--- src/rtl/pwm_fade_scheduler.sv ---
// Three-channel LED PWM generator with per-channel linear fades.
// Each channel ramps its duty level one step per (rate+1) PWM periods toward a commanded target.
module pwm_fade_scheduler #(
   parameter int COUNTER_BITS = 8,
   parameter int NCHAN        = 3
) (
   input  logic                    clk,
   input  logic                    resetn,
   input  logic                    cmd_valid,
   output logic                    cmd_ready,
   input  logic [1:0]              cmd_chan,
   input  logic [COUNTER_BITS-1:0] cmd_target,
   input  logic [7:0]              cmd_rate,
   output logic [NCHAN-1:0]        led,
   output logic [NCHAN-1:0]        busy,
   output logic [NCHAN-1:0]        done,
   output logic                    cmd_err
);

   typedef enum logic {IDLE, RAMP} state_t;

   localparam logic [COUNTER_BITS-1:0] CNT_MAX = '1;
   localparam logic [COUNTER_BITS-1:0] CNT_ONE = {{(COUNTER_BITS-1){1'b0}}, 1'b1};

   logic [COUNTER_BITS-1:0] counter_reg;
   logic                    ready_pre_reg;
   logic                    ready_reg;
   logic                    err_reg;
   logic                    period_tick;
   logic                    accept;

   assign period_tick = (counter_reg == CNT_MAX);
   assign accept      = cmd_valid && ready_reg;
   assign cmd_ready   = ready_reg;
   assign cmd_err     = err_reg;

   // Ready comes up through two flops so the first full cycle after release refuses commands.
   always_ff @(posedge clk or negedge resetn) begin
      if (!resetn) begin
         counter_reg   <= '0;
         ready_pre_reg <= 1'b0;
         ready_reg     <= 1'b0;
         err_reg       <= 1'b0;
      end else begin
         counter_reg   <= counter_reg + CNT_ONE;
         ready_pre_reg <= 1'b1;
         ready_reg     <= ready_pre_reg;
         err_reg       <= accept && (cmd_chan == 2'd3);
      end
   end

   generate
      for (genvar gi = 0; gi < NCHAN; gi++) begin : g_chan
         state_t                  state_reg;
         logic [COUNTER_BITS-1:0] level_reg;
         logic [COUNTER_BITS-1:0] target_reg;
         logic [COUNTER_BITS-1:0] level_step;
         logic [7:0]              rate_reg;
         logic [7:0]              rate_cnt_reg;
         logic                    led_reg;
         logic                    done_reg;
         logic                    hit;

         assign hit        = accept && (cmd_chan == 2'(gi));
         // Only meaningful while ramping, where level never equals target.
         assign level_step = (target_reg > level_reg) ? level_reg + CNT_ONE
                                                      : level_reg - CNT_ONE;

         always_ff @(posedge clk or negedge resetn) begin
            if (!resetn) begin
               state_reg    <= IDLE;
               level_reg    <= '0;
               target_reg   <= '0;
               rate_reg     <= '0;
               rate_cnt_reg <= '0;
               led_reg      <= 1'b0;
               done_reg     <= 1'b0;
            end else begin
               led_reg  <= (counter_reg < level_reg);
               done_reg <= 1'b0;
               if (hit) begin
                  target_reg   <= cmd_target;
                  rate_reg     <= cmd_rate;
                  rate_cnt_reg <= '0;
                  if (cmd_target != level_reg) begin
                     state_reg <= RAMP;
                  end else begin
                     state_reg <= IDLE;
                     done_reg  <= 1'b1;
                  end
               end else if (state_reg == RAMP && period_tick) begin
                  if (rate_cnt_reg == rate_reg) begin
                     level_reg    <= level_step;
                     rate_cnt_reg <= '0;
                     if (level_step == target_reg) begin
                        state_reg <= IDLE;
                        done_reg  <= 1'b1;
                     end
                  end else begin
                     rate_cnt_reg <= rate_cnt_reg + 8'd1;
                  end
               end
            end
         end

         assign led[gi]  = led_reg;
         assign busy[gi] = (state_reg == RAMP);
         assign done[gi] = done_reg;
      end
   endgenerate

endmodule

--- config.mk ---
export PLATFORM = sky130hd
export DESIGN_NAME = pwm_fade_scheduler
export DESIGN_NICKNAME = d
export VERILOG_FILES = /design/src/rtl/pwm_fade_scheduler.sv
export SDC_FILE = /design/constraint.sdc
export NUM_CORES = 1
export LEC_CHECK = 0
export ABC_AREA = 1
export CAP_MARGIN = 25
export CORE_MARGIN = 4
export CORE_UTILIZATION = 40
export CTS_CLUSTER_SIZE = 10
export DETAILED_ROUTE_END_ITERATION = 16
export GPL_TIMING_DRIVEN = 0
export RECOVER_POWER = 100
export SLEW_MARGIN = 20
export SYNTH_ARGS = -nofsm -noshare
export SYNTH_HDL_FRONTEND = slang
export SYNTH_SLANG_ARGS = --single-unit
--- constraint.sdc ---
create_clock -name clk -period 3.79 [get_ports clk]
set_input_delay 0.9475 -clock clk [delete_from_list [all_inputs] [get_ports clk]]
set_output_delay 0.9475 -clock clk [all_outputs]
set_load 0.01 [all_outputs]
==> reports/qor.yml <==
sta:
  fin_ws_ns: 0.3484
  finalSetupViolations: 0
  report.final.slew_viol_count: 46
  period_minus_slack_ns: 3.442
  final.period_utilization_pct: 90.81
  hold_ws_ns: 0.3483
  finalSetupTns_ns: 0
  grt_setup_unrepaired: "false"
  fmax_ghz: 0.2906
  skew_ns: 0.008370
  hold_viol: 0
  slew_headroom_pct: -87.57
  worst_pin_slew_ns: 2.813
placed_design:
  dp_cells: 1291
  portBuffers: 29
  hpwlAfterDp_um: 14660
  place_congestion: 0.8639
  dp_slack_ns: 0.4525
clocking:
  ctsResizeCount: 0
  cts_root_buffer: "clkbuf_16"
  clock_latency_ns: 0.42
  cts_tree: "built"
  cts_buffer_depth: 2
  ctsHoldBuffers: 0
  clk_pin_slew_ns: 0.06
  postCtsSetupRepairBufs: 0
  cts_sinks: 116
  ctsHtreeMaxLevel: 4
  cts_buffers: 17
drt:
  viasPerCell: 5.025
  vias: 6648
  wl_per_cell_um: 14.37
  drt_iter0_markers: 414
  drc_errors: 0
  dr.pass1.iters: 8
  ant_nets: 0
  wl_um: 19010
critical_path:
  cpMostUsedCell: "nor2_1"
  endpoint: "g_chan[0].done_reg"
  cp-startpoint: "g_chan[0].level_reg[5]"
  cpLargestDelayFamily: "simple AND/OR/NAND/NOR gates"
  crit_cells: 19
  critPathKind: "flop to flop"
  crit_path_end_kind: "flop"
  cp.arrival_ns: 3.74
  r2r_slack_ns: 0.35
  cp.required_ns: 4.08
  crit_path_max_incr_delay_ns: 0.42
  crit_chain: "inv_1, ha_1, a21oi_1, nor2_1, nor2_1, nand2_1, nand2_1, inv_1, fa_1, or2_2, nand3_1, nand2_1, nor2_1, nand3_1, nor2_1, nand2_1, nor2_1, nand3_1, a21boi_0"
  r2r_end: "g_chan[0].done_reg"
  critPathLaunchType: "flop"
  cp_slowest_cell: "fa_1"
  reg2reg_depth: 19
  worst_r2r_startpoint: "g_chan[0].level_reg[5]"
  path_max_fanout: 9
  path_buf_inv: 2
yosys:
  synth_top_area_share_pct: 37.10
  syn-instance-count: 1001
  synth-simple-area-share_pct: 26.02
  synthMuxAreaShare_pct: 0
  ys.warnings.count: 0
  synth.avg_cell_area_um2: 7.816
  ys_ff_latch: 116
  yosysSeqAreaShare_pct: 37.10
  yosysTopAreaCell: "dfrtp_1"
  synth_cell_types: 50
  synth_compound_area_share_pct: 11.07
  synth_area_leaders: "dfrtp_1 (37%), nand2_1 (12%), ha_1 (11%)"
  synth_fp_nets: 1095
  yosys.area_share.adder_pct: 11.96
  synth_top_family_by_area: "simple AND/OR/NAND/NOR gates"
  syn-cell-area_um2: 7824
  synth_xor_area_share_pct: 5.054
power_and_ir_drop:
  clockPowerShare_pct: 41.4
  peakVddDrop_mv: 0.3427
  switching_power_mw: 1.246
  power.density_nw_per_um2: 446.5
  p_int_mw: 2.783
  sw_frac_of_total_pct: 30.93
  combPwrFrac_pct: 22.9
  seq_power_share_pct: 35.7
  power.leakage_nw: 4.493
cells_and_area:
  stdcell_count: 1323
  fin_util_pct: 47.61
  layout-drive-gt1-share_pct: 7.150
  final_nets: 1144
  diodes: 0
  nFillCells: 1849
  syn_to_final_growth_pct: 15.35
run_status:
  violations: "capacitance limit, slew limit"
  status: "finished with violations"
global_route:
  track_usage_pct: 18.36
  grt_antenna_before_repair: 0
  grt_max_degree: 72
  grt_pass1_vias: 6572
  gr-total-overflow: 0
  grt_pass1_wl_um: 32090
die:
  io_pins: 32
  die_w_um: 147.9
  die_h_um: 147.9
  die_area_um2: 21860
  initial_core_util_pct: 41.27
  fp-row-count: 50
  core_region_area_um2: 18960
worst_hold_path:
  hold_depth: 0
  hp-class: "flop to flop"
flow_run:
  drv_cap: 1
cell type report:
cell class              instances  area (um2)  share of cell area [%]
multi-input cells             716        4192                   46.44
clock buffers                  20       456.7                   5.060
plain buffers                  22       126.4                   1.400
well taps                     260       325.3                   3.605
repair buffers                 30       311.5                   3.452
flip-flops and latches        116        2903                   32.16
clock inverters                12       153.9                   1.705
inverters                     147       556.8                   6.169
through the flow:
step | power, mW | instance area, um2
finish | 4.030 | 9025
global route | 4.284 | 9025
CTS | 4.075 | 9079
detailed placement | 2.393 | 8468
global placement | 2.373 | 8439
floorplan | 2.143 | 7824
synthesized netlist by cell type, drive strengths merged:
library cell,number
or2,12
nand4,28
o21a,1
a21oi,43
clkbuf,11
dfrtp,116
conb,1
a21o,5
xor2,31
a211oi,1
nor2,46
clkinv,2
a31oi,3
a21boi,4
o211ai,4
xnor3,2
a2111oi,1
fa,3
nand3,62
buf,11
o22ai,13
nand2,265
nor4,3
xnor2,9
nand3b,12
ha,70
inv,145
nor3,17
o21ai,79
nor3b,1
placed cells by master (no fill, tap or decap), types with 4 or more instances in the layout:
cell,instances
nand2_1,260
inv_1,140
dfrtp_1,116
o21ai_0,73
ha_1,70
nand3_1,59
nor2_1,43
a21oi_1,41
xor2_1,31
nand4_1,27
nor3_1,17
clkbuf_16,17
clkdlybuf4s50_1,15
o22ai_1,13
dlygate4sd3_1,13
nand3b_1,12
clkbuf_1,12
or2_2,10
xnor2_1,9
buf_4,9
a21o_1,5
a21boi_0,4
o211ai_1,4
nand2_2,4
inv_2,4
kinds of logic (layout without fill, tap and decap cells):
group / Yosys count / after routing
and+or+nand+nor: 446 / 446
buffers and inverters: 169 / 231
AOI/OAI and AO/OA: 154 / 154
DFF: 116 / 116
adders and majority gates: 73 / 73
xor gates and xnor gates: 42 / 42
other: 1 / 1
worst min path at each step:
stage	startpoint	to	slack, ns
after floorplan	ready_pre_reg	cmd_ready	0.33
after global placement	ready_pre_reg	cmd_ready	0.33
after detailed placement	ready_pre_reg	cmd_ready	0.33
after CTS	ready_pre_reg	cmd_ready	0.35
after global routing	ready_pre_reg	cmd_ready	0.37
final	ready_pre_reg	cmd_ready	0.35
power by group through the flow:
| stage | clock network [mW] | registers [mW] | logic [mW] |
|---|---|---|---|
| after CTS | 1.69 | 1.44 | 0.940 |
| after detailed placement | 0 | 1.46 | 0.933 |
| after floorplan | 0 | 1.43 | 0.715 |
| final | 1.67 | 1.44 | 0.922 |
| after global placement | 0 | 1.46 | 0.914 |
| after global routing | 1.76 | 1.46 | 1.07 |
layer usage:
metal | global-route usage [%] | share of wire [%]
met5 | 0 | 0
met4 | 7.667 | 2.5
met3 | 2.943 | 3.6
met2 | 30.47 | 46
met1 | 23.92 | 48
No activity file was read; power rests on OpenSTA's default activity.
